File: config.mk
export PLATFORM = sky130hd
export DESIGN_NAME = bist_sequencer_flat
export DESIGN_NICKNAME = d
export VERILOG_FILES = /design/src/rtl/bist_sequencer_if.sv /design/src/rtl/bist_sequencer.sv /design/src/flat_wrapper.sv
export SDC_FILE = /design/constraint.sdc
export NUM_CORES = 1
export LEC_CHECK = 0
export ABC_AREA = 1
export CAP_MARGIN = 20
export CORE_MARGIN = 2
export CORE_UTILIZATION = 45
export DETAILED_ROUTE_END_ITERATION = 12
export MAX_ROUTING_LAYER = met4
export PLACE_DENSITY = 0.69
export SLEW_MARGIN = 30
export SYNTH_ARGS = -nofsm -noshare
export SYNTH_HDL_FRONTEND = slang
export SYNTH_SLANG_ARGS = --single-unit
export TNS_END_PERCENT = 50
File: constraint.sdc
create_clock -name clk -period 2.15 [get_ports clk]
set_clock_uncertainty 0.2 [all_clocks]
set_input_delay 0.215 -clock clk [delete_from_list [all_inputs] [get_ports clk]]
set_output_delay 0.215 -clock clk [all_outputs]
set_load 0.01 [all_outputs]
File: src/rtl/bist_sequencer_if.sv
// -----------------------------------------------------------------------------
// bist_sequencer_if
// Bundle of the BIST sequencer's control/status signals.
//   master : test controller side (drives start/case_sel, reports case_done/case_fail)
//   slave  : sequencer side (drives dut_reset and all status outputs)
// Signals:
//   start       begin a run (sampled only when the sequencer is idle or done)
//   case_sel    0 = run all cases, k = run only case k
//   case_done   current case finished
//   case_fail   check failure pulse for the current case
//   dut_reset   active-high reset to the device under test
//   case_id     case currently running, 0 when none
//   case_active high while a case is running
//   cycles      run-cycle count of the current case
//   busy/done   sequencer activity / run complete
//   pass        overall verdict, valid with done
//   timeout     sticky, a case ran out of cycles
//   fail_mask   bit i-1 set when case i failed
// -----------------------------------------------------------------------------
interface bist_sequencer_if #(
   parameter int NUM_CASES = 8,
   parameter int CW        = 32
);
   localparam int IW = $clog2(NUM_CASES + 1);

   logic                 start;
   logic [IW-1:0]        case_sel;
   logic                 case_done;
   logic                 case_fail;
   logic                 dut_reset;
   logic [IW-1:0]        case_id;
   logic                 case_active;
   logic [CW-1:0]        cycles;
   logic                 busy;
   logic                 done;
   logic                 pass;
   logic                 timeout;
   logic [NUM_CASES-1:0] fail_mask;

   modport master (
      output start, case_sel, case_done, case_fail,
      input  dut_reset, case_id, case_active, cycles, busy, done, pass, timeout, fail_mask
   );

   modport slave (
      input  start, case_sel, case_done, case_fail,
      output dut_reset, case_id, case_active, cycles, busy, done, pass, timeout, fail_mask
   );
endinterface

File: src/rtl/bist_sequencer.sv
// -----------------------------------------------------------------------------
// bist_sequencer
// Hardware test-case sequencer for on-FPGA self-test of the VGA/ASCII datapath.
// Runs one selected case or all cases in order; before each case the DUT is
// held in reset, then run cycles are counted until the case reports done or
// the timeout expires (which aborts the whole run).
// Ports:
//   clk    system clock
//   reset  synchronous active-low reset (aborts any run)
//   bus    bist_sequencer_if.slave: start/case_sel/case_done/case_fail in,
//          dut_reset/case_id/case_active/cycles/busy/done/pass/timeout/
//          fail_mask out (all outputs registered)
// -----------------------------------------------------------------------------
module bist_sequencer #(
   parameter int NUM_CASES    = 8,
   parameter int RESET_CYCLES = 3,
   parameter int TIMEOUT      = 10000,
   parameter int CW           = 32
) (
   input  logic             clk,
   input  logic             reset,
   bist_sequencer_if.slave  bus
);
   localparam int IW = $clog2(NUM_CASES + 1);
   localparam int RW = (RESET_CYCLES > 1) ? $clog2(RESET_CYCLES) : 1;

   localparam logic [IW-1:0] LAST_ID   = IW'(NUM_CASES);
   localparam logic [CW-1:0] CYC_LIMIT = CW'(TIMEOUT - 1);
   localparam logic [RW-1:0] RST_LAST  = RW'(RESET_CYCLES - 1);

   typedef enum logic [2:0] {
      S_IDLE = 3'd0,
      S_RST  = 3'd1,
      S_RUN  = 3'd2,
      S_REC  = 3'd3,
      S_DONE = 3'd4
   } state_t;

   // One-hot fail_mask bit for a case ID (ID 0 maps to no bit).
   function automatic logic [NUM_CASES-1:0] case_bit(input logic [IW-1:0] id);
      logic [NUM_CASES-1:0] m;
      m = '0;
      for (int i = 0; i < NUM_CASES; i++) begin
         m[i] = (id == IW'(i + 1));
      end
      return m;
   endfunction

   state_t               state_r;
   logic                 dut_reset_r;
   logic [IW-1:0]        case_id_r;
   logic                 case_active_r;
   logic [CW-1:0]        cycles_r;
   logic                 busy_r;
   logic                 done_r;
   logic                 pass_r;
   logic                 timeout_r;
   logic [NUM_CASES-1:0] fail_mask_r;
   logic                 flag_r;       // sticky failure of the current case
   logic [RW-1:0]        rst_cnt_r;
   logic                 run_all_r;
   logic                 sel_valid_r;

   logic [NUM_CASES-1:0] case_bit_s;
   logic [NUM_CASES-1:0] rec_mask_s;
   logic                 sel_bad_s;
   logic [IW-1:0]        first_id_s;

   // Selection decode and the fail mask as it will look after REC folds in the flag.
   always_comb begin
      case_bit_s = case_bit(case_id_r);
      rec_mask_s = fail_mask_r | (flag_r ? case_bit_s : {NUM_CASES{1'b0}});
      sel_bad_s  = (bus.case_sel > LAST_ID);
      first_id_s = (bus.case_sel == {IW{1'b0}}) ? IW'(1) : bus.case_sel;
   end

   // Sequencer FSM with all outputs registered alongside the state.
   always_ff @(posedge clk) begin
      if (!reset) begin
         state_r       <= S_IDLE;
         dut_reset_r   <= 1'b1;
         case_id_r     <= '0;
         case_active_r <= 1'b0;
         cycles_r      <= '0;
         busy_r        <= 1'b0;
         done_r        <= 1'b0;
         pass_r        <= 1'b0;
         timeout_r     <= 1'b0;
         fail_mask_r   <= '0;
         flag_r        <= 1'b0;
         rst_cnt_r     <= '0;
         run_all_r     <= 1'b0;
         sel_valid_r   <= 1'b0;
      end else begin
         case (state_r)
            S_IDLE, S_DONE: begin
               dut_reset_r   <= 1'b1;
               case_active_r <= 1'b0;
               if (bus.start) begin
                  // A new run always starts from a clean verdict.
                  fail_mask_r <= '0;
                  timeout_r   <= 1'b0;
                  pass_r      <= 1'b0;
                  run_all_r   <= (bus.case_sel == {IW{1'b0}});
                  if (sel_bad_s) begin
                     state_r     <= S_DONE;
                     sel_valid_r <= 1'b0;
                     case_id_r   <= '0;
                     busy_r      <= 1'b0;
                     done_r      <= 1'b1;
                  end else begin
                     state_r     <= S_RST;
                     sel_valid_r <= 1'b1;
                     case_id_r   <= first_id_s;
                     rst_cnt_r   <= '0;
                     flag_r      <= 1'b0;
                     busy_r      <= 1'b1;
                     done_r      <= 1'b0;
                  end
               end else begin
                  state_r <= state_r;
               end
            end

            S_RST: begin
               if (rst_cnt_r == RST_LAST) begin
                  state_r       <= S_RUN;
                  dut_reset_r   <= 1'b0;
                  case_active_r <= 1'b1;
                  cycles_r      <= '0;
               end else begin
                  rst_cnt_r <= rst_cnt_r + 1'b1;
               end
            end

            S_RUN: begin
               flag_r <= flag_r | bus.case_fail;
               // case_done is checked first so it wins over an expiring timeout.
               if (bus.case_done) begin
                  state_r       <= S_REC;
                  dut_reset_r   <= 1'b1;
                  case_active_r <= 1'b0;
               end else if (cycles_r == CYC_LIMIT) begin
                  state_r       <= S_DONE;
                  dut_reset_r   <= 1'b1;
                  case_active_r <= 1'b0;
                  timeout_r     <= 1'b1;
                  fail_mask_r   <= fail_mask_r | case_bit_s;
                  pass_r        <= 1'b0;
                  busy_r        <= 1'b0;
                  done_r        <= 1'b1;
               end else begin
                  cycles_r <= cycles_r + 1'b1;
               end
            end

            S_REC: begin
               fail_mask_r <= rec_mask_s;
               if (run_all_r && (case_id_r < LAST_ID)) begin
                  state_r   <= S_RST;
                  case_id_r <= case_id_r + 1'b1;
                  rst_cnt_r <= '0;
                  flag_r    <= 1'b0;
               end else begin
                  state_r <= S_DONE;
                  busy_r  <= 1'b0;
                  done_r  <= 1'b1;
                  pass_r  <= sel_valid_r && !timeout_r && (rec_mask_s == {NUM_CASES{1'b0}});
               end
            end

            default: begin
               state_r       <= S_IDLE;
               dut_reset_r   <= 1'b1;
               case_active_r <= 1'b0;
               busy_r        <= 1'b0;
               done_r        <= 1'b0;
               pass_r        <= 1'b0;
            end
         endcase
      end
   end

   assign bus.dut_reset   = dut_reset_r;
   assign bus.case_id     = case_id_r;
   assign bus.case_active = case_active_r;
   assign bus.cycles      = cycles_r;
   assign bus.busy        = busy_r;
   assign bus.done        = done_r;
   assign bus.pass        = pass_r;
   assign bus.timeout     = timeout_r;
   assign bus.fail_mask   = fail_mask_r;

endmodule

File: src/flat_wrapper.sv
// flat-port wrapper written by rule: the top's interface ports become plain ports
module bist_sequencer_flat 
#(
   parameter int NUM_CASES    = 8,
   parameter int RESET_CYCLES = 3,
   parameter int TIMEOUT      = 10000,
   parameter int CW           = 32
)
  (clk, reset, bus_start, bus_case_sel, bus_case_done, bus_case_fail, bus_dut_reset, bus_case_id, bus_case_active, bus_cycles, bus_busy, bus_done, bus_pass, bus_timeout, bus_fail_mask);
  bist_sequencer_if #(.NUM_CASES(NUM_CASES), .CW(CW)) bus_i ();
  input  logic clk;
  input  logic reset;
  input wire logic [$bits(bus_i.start)-1:0] bus_start;
  input wire logic [$bits(bus_i.case_sel)-1:0] bus_case_sel;
  input wire logic [$bits(bus_i.case_done)-1:0] bus_case_done;
  input wire logic [$bits(bus_i.case_fail)-1:0] bus_case_fail;
  output wire logic [$bits(bus_i.dut_reset)-1:0] bus_dut_reset;
  output wire logic [$bits(bus_i.case_id)-1:0] bus_case_id;
  output wire logic [$bits(bus_i.case_active)-1:0] bus_case_active;
  output wire logic [$bits(bus_i.cycles)-1:0] bus_cycles;
  output wire logic [$bits(bus_i.busy)-1:0] bus_busy;
  output wire logic [$bits(bus_i.done)-1:0] bus_done;
  output wire logic [$bits(bus_i.pass)-1:0] bus_pass;
  output wire logic [$bits(bus_i.timeout)-1:0] bus_timeout;
  output wire logic [$bits(bus_i.fail_mask)-1:0] bus_fail_mask;
  assign bus_i.start = bus_start;
  assign bus_i.case_sel = bus_case_sel;
  assign bus_i.case_done = bus_case_done;
  assign bus_i.case_fail = bus_case_fail;
  assign bus_dut_reset = bus_i.dut_reset;
  assign bus_case_id = bus_i.case_id;
  assign bus_case_active = bus_i.case_active;
  assign bus_cycles = bus_i.cycles;
  assign bus_busy = bus_i.busy;
  assign bus_done = bus_i.done;
  assign bus_pass = bus_i.pass;
  assign bus_timeout = bus_i.timeout;
  assign bus_fail_mask = bus_i.fail_mask;
  bist_sequencer #(.NUM_CASES(NUM_CASES), .RESET_CYCLES(RESET_CYCLES), .TIMEOUT(TIMEOUT), .CW(CW)) u_core (.clk(clk), .reset(reset), .bus(bus_i));
endmodule
# After elaboration in Yosys (flattened, before gate mapping)
# Cells that the tools add are included.
totals:
  ff_bits: 58
  input_bits: 9
  output_inout_bits: 50
  elab_cells: 123
classes:
  add_sub_neg: 3
  n_lt_le_gt_ge: 2
  eq_ne: 24
  mux: 52
  bitwise: 5
  n_reduce_logical: 23
ops:
  columns: ["cell", "n"]
  rows:
  - ["$mux 32", 3]
  - ["$pmux 32 s2", 1]
  - ["$add 32x1->32 const B", 1]
  - ["$eq 32x14->1 const B", 1]
  - ["$mux 8", 4]
  - ["$pmux 8 s3", 1]
  - ["$mux 1", 19]
  - ["$mux 3", 6]
  - ["$eq 4x3->1 const B", 4]
  - ["$mux 4", 4]
  - ["$or 8x8->8", 2]
  - ["$reduce_and 4->1", 4]
  - ["$ne 2x2->1 const B", 6]
  - ["$pmux 1 s4", 3]
  - ["$pmux 3 s4", 1]
  - ["$reduce_and 5->1", 2]
  - ["$pmux 1 s3", 3]
  - ["$reduce_and 3->1", 3]
  - ["$eq 4x2->1 const B", 2]
  - ["$logic_not 8->1", 1]
  - ["$mux 2", 4]
  - ["$pmux 4 s2", 1]
  - ["$eq 3x2->1 const B", 2]
  - ["$ne 2x1->1 const B", 3]
  - ["22 further kinds", 28]

# Longest topological paths before layout
depth:
  depth_word: 7
  depth_mapped: 12

# Worst setup path before layout
# No wires, ideal clock.
synth_timing:
  kind: "register -> register"
  startpoint: "register u_core.cycles_r[0] (netlist: u_core.bus.cycles[0])"
  endpoint: "register u_core.cycles_r[23] (netlist: u_core.bus.cycles[23])"
  setup_ns: 0.119
  arrival_time_ns: 1.657
  required_time_ns: 1.831
  setup_slack_ns: 0.173
  path_stages_with_launch: 12
  path_buffers: 1
  path_cell_list: "dfxtp_1 -> ha_1 -> inv_1 -> nor2_4 -> nand3_1 -> nor2_1 -> nand2_2 -> nand2_2 -> inv_2 -> buf_2 -> o21ai_0 -> a21oi_1"
synth_via:
  elab_chain_cells: 4
  word_cells_on_any_way: 7
  cone_classes: "add/sub: 1; eq/ne: 2; mux: 3; reduce/logical: 1"
synth_rtl:
  columns: ["item", "line_no", "source"]
  rows:
  - ["start, declared", "bist_sequencer.sv:53", "logic [CW-1:0] cycles_r;"]
  - ["start signal, assigned", "bist_sequencer.sv:153", "cycles_r <= cycles_r + 1'b1;"]
  - ["$add 32x1->32", "bist_sequencer.sv:153", null]
  - ["$mux 32", "bist_sequencer.sv:143", "end else if (cycles_r == CYC_LIMIT) begin"]
  - ["$mux 32", "bist_sequencer.sv:139", "if (bus.case_done) begin"]
  - ["$pmux 32 s2", "bist_sequencer.sv:95", "case (state_r)"]
# Several ways; a longest one is shown, not always the timed one. The select of a mux whose other input is x is not followed.
# A chain may end at the register's enable or synchronous reset.

# Worst setup path after layout
layout_timing:
  startpoint: "register u_core.cycles_r[5] (netlist: u_core.bus.cycles[5])"
  endpoint: "register u_core.cycles_r[27] (netlist: u_core.bus.cycles[27])"
# The elaborated chain is that of the path after synthesis.

==> results.json <==
{
  "whs_ns": 0.261,
  "clk-insertion-delay-late_ns": 0.35,
  "placed_area_um2": 4640,
  "r2r-end": "u_core.bus.cycles[27]",
  "ys.warnings.count": 0,
  "synth_largest_area_cell": "dfxtp_1",
  "clock-sinks": 58,
  "drt_iter0_markers": 215,
  "p_leak_nw": 1.99,
  "r2r_cells": 7,
  "relSlewSlack_pct": 73.4,
  "fill_cells": 834,
  "async_flop_share_pct": 0,
  "synth_top_area_share_pct": 30.2,
  "tightest_slew_ns": 0.396,
  "yosys_most_used_dff": "dfxtp_1",
  "drv_cap": 0,
  "power_density_nw_per_um2": 681,
  "syn_area_um2": 3840,
  "route.vias.total": 4294,
  "critPathCapture": "u_core.bus.cycles[27]",
  "setup.worst_path.end_class": "register",
  "timing.final.ws_setup_ns": 0.171,
  "r2r-start": "u_core.bus.cycles[5]",
  "finalPower_mw": 3.35,
  "fin_cells": 814,
  "ir_drop_v": 0.000254,
  "num_io_pins": 59,
  "core_um2": 8260,
  "rows": 33,
  "criticalPathCategory": "register to register",
  "status": "finished clean",
  "drt-total-wl_um": 11300,
  "synth.yosys.seq_area_share_pct": 30.2,
  "grt_first_pass_wirelength_um": 18700,
  "vias_per_cell": 5.28,
  "rsz0062_at_grt": "no",
  "areaGrowthSynthToFinish_pct": 28.0,
  "syn_avg_cell_area_um2": 6.16,
  "worst_ep_required_time_ns": 2.19,
  "antenna_found_initial": 0,
  "dp_cells": 795,
  "synth_cells": 623,
  "cts.htree.levels": 3,
  "setup_viol": 0,
  "synth_nets": 638,
  "timing.final.crit_share_pct": 92.1,
  "cts_tree": "yes",
  "grt_max_degree": 21,
  "path_clk_slew_ns": 0.07,
  "dp_hpwl_um": 8330,
  "synth.most_common_cell": "nand2_1",
  "yosys-top-cells-area": "dfxtp_1 (30%), nand2_1 (18%), a21oi_1 (6.9%)",
  "numCtsBuffers": 9,
  "grt.overflow.total": 0,
  "cp_max_fo": 6,
  "ant_nets": 0,
  "die-area_um2": 9290,
  "synth_common_cells": "nand2_1 (184), inv_1 (69), nor2_1 (69)",
  "first_pass_iters": 4,
  "hold_buffers": 0,
  "dpl_worst_slack_ns": 0.0462,
  "wl_per_cell_um": 13.8,
  "grt_pass1_vias": 4077,
  "drc": 0,
  "hold_viol_final": 0,
  "final_nets": 719,
  "clockRootBuffer": "clkbuf_8",
  "die_x_um": 96.4,
  "port_buffers": 58,
  "slew_viol_final": 0,
  "initial_core_util_pct": 46.5,
  "fin_area_um2": 4910,
  "ys_types": 34,
  "clockBufferDepth": 2,
  "grt_use_total_pct": 26.7,
  "die_h_um": 96.4,
  "ys_seq_elements": 58,
  "maxClockFrequency_mhz": 505,
  "tns_ns": 0,
  "r2r_setup_slack_ns": 0.17,
  "hold_class": "register to register",
  "crit_path_start_kind": "register",
  "antenna_cells": 0,
  "routabilityCongestion": 0.936,
  "finalCriticalPeriod_ns": 1.98,
  "crit_path_start": "u_core.bus.cycles[5]",
  "crit_arrival_ns": 2.02,
  "postLayoutCoreUtil_pct": 59.5,
  "layout-drive-gt1-share_pct": 12.7,
  "synth_enable_flop_cells": 0
}
==> logic make-up after synthesis <==
| kind of cell | after synthesis | synth area share [%] |
|---|---|---|
| simple gates | 355 | 41.0 |
| buf+inv | 94 | 10.1 |
| xor+xnor | 12 | 2.74 |
| flops | 58 | 30.2 |
| fa+ha+maj | 6 | 1.96 |
| compound gates | 98 | 14.0 |
==> registers in the layout, indices dropped and copies added (netlist names), 2 cells and up <==
| signal | flops |
|---|---|
| u_core.bus.fail_mask | 8 |
| u_core.rst_cnt_r | 2 |
| u_core.state_r | 3 |
| u_core.bus.cycles | 32 |
| u_core.bus.case_id | 4 |
==> cell usage in the layout, fill, tap and decap left out, drive strengths merged, types with 13 or more instances in the layout <==
cell and n:
a21oi 62, nand3 52, nor3 13, nand2 201
o21ai 30, nor2 76, buf 26, clkdlybuf4s50 58
inv 78, dfxtp 58
==> routing by layer <==
metal / share of wire [%] / wire, um / global-route usage (%) / up-vias
li1: - / - / - / 2153
met1: 43 / 4900 / 31.5 / 1976
met2: 49 / 5480 / 45.0 / 138
met3: 5.3 / 600 / 3.76 / 27
met4: 2.6 / 293 / 12.0 / 0
met5: 0 / 0 / - / -
==> cell type report <==
type,instances,area (um^2),area share [%]
Clock buffer,11,141,2.88
Clock inverter,5,77.6,1.58
Inverter,80,303,6.16
Multi-Input combinational cell,471,2310,47.0
Sequential cell,58,1160,23.7
Tap cell,105,131,2.67
Timing Repair Buffer,84,788,16.0
==> repair_timing <==
item / in CTS / in global routing
gates resized for setup: 0 / 6
buffers inserted: 0 / 3
setup endpoints to repair: 0 / 26
endpoints found under the hold margin: 0 / 0
==> worst max-delay path: stages (launching register included) <==
cell and delay, ns:
dfxtp_1 0.46, nand2_1 0.11, nor2_1 0.22, nand3_1 0.17
nor2_1 0.33, nand2_1 0.14, o21ai_0 0.17, a21oi_1 0.08
==> power by group <==
part           switching, mW  leakage (nW)  internal [mW]
Sequential            0.0906         0.472           1.17
Combinational          0.559          1.41          0.370
Clock                  0.474         0.109          0.681
Total                   1.12          1.99           2.22
==> how the worst min path moves through the flow <==
stage / from / to / slack [ns] / depth (start not counted)
after global routing: u_core.bus.dut_reset / u_core.bus.dut_reset / 0.28 / 2
after CTS: u_core.bus.dut_reset / u_core.bus.dut_reset / 0.26 / 2
after floorplan: bus_case_sel[1] / u_core.bus.case_id[1] / 0.18 / 2
final: u_core.bus.dut_reset / u_core.bus.dut_reset / 0.26 / 2
after detailed placement: u_core.bus.dut_reset / u_core.bus.dut_reset / 0.25 / 2
after global placement: u_core.bus.dut_reset / u_core.bus.dut_reset / 0.25 / 2
Note: power is estimated with default switching activity, not from simulation.
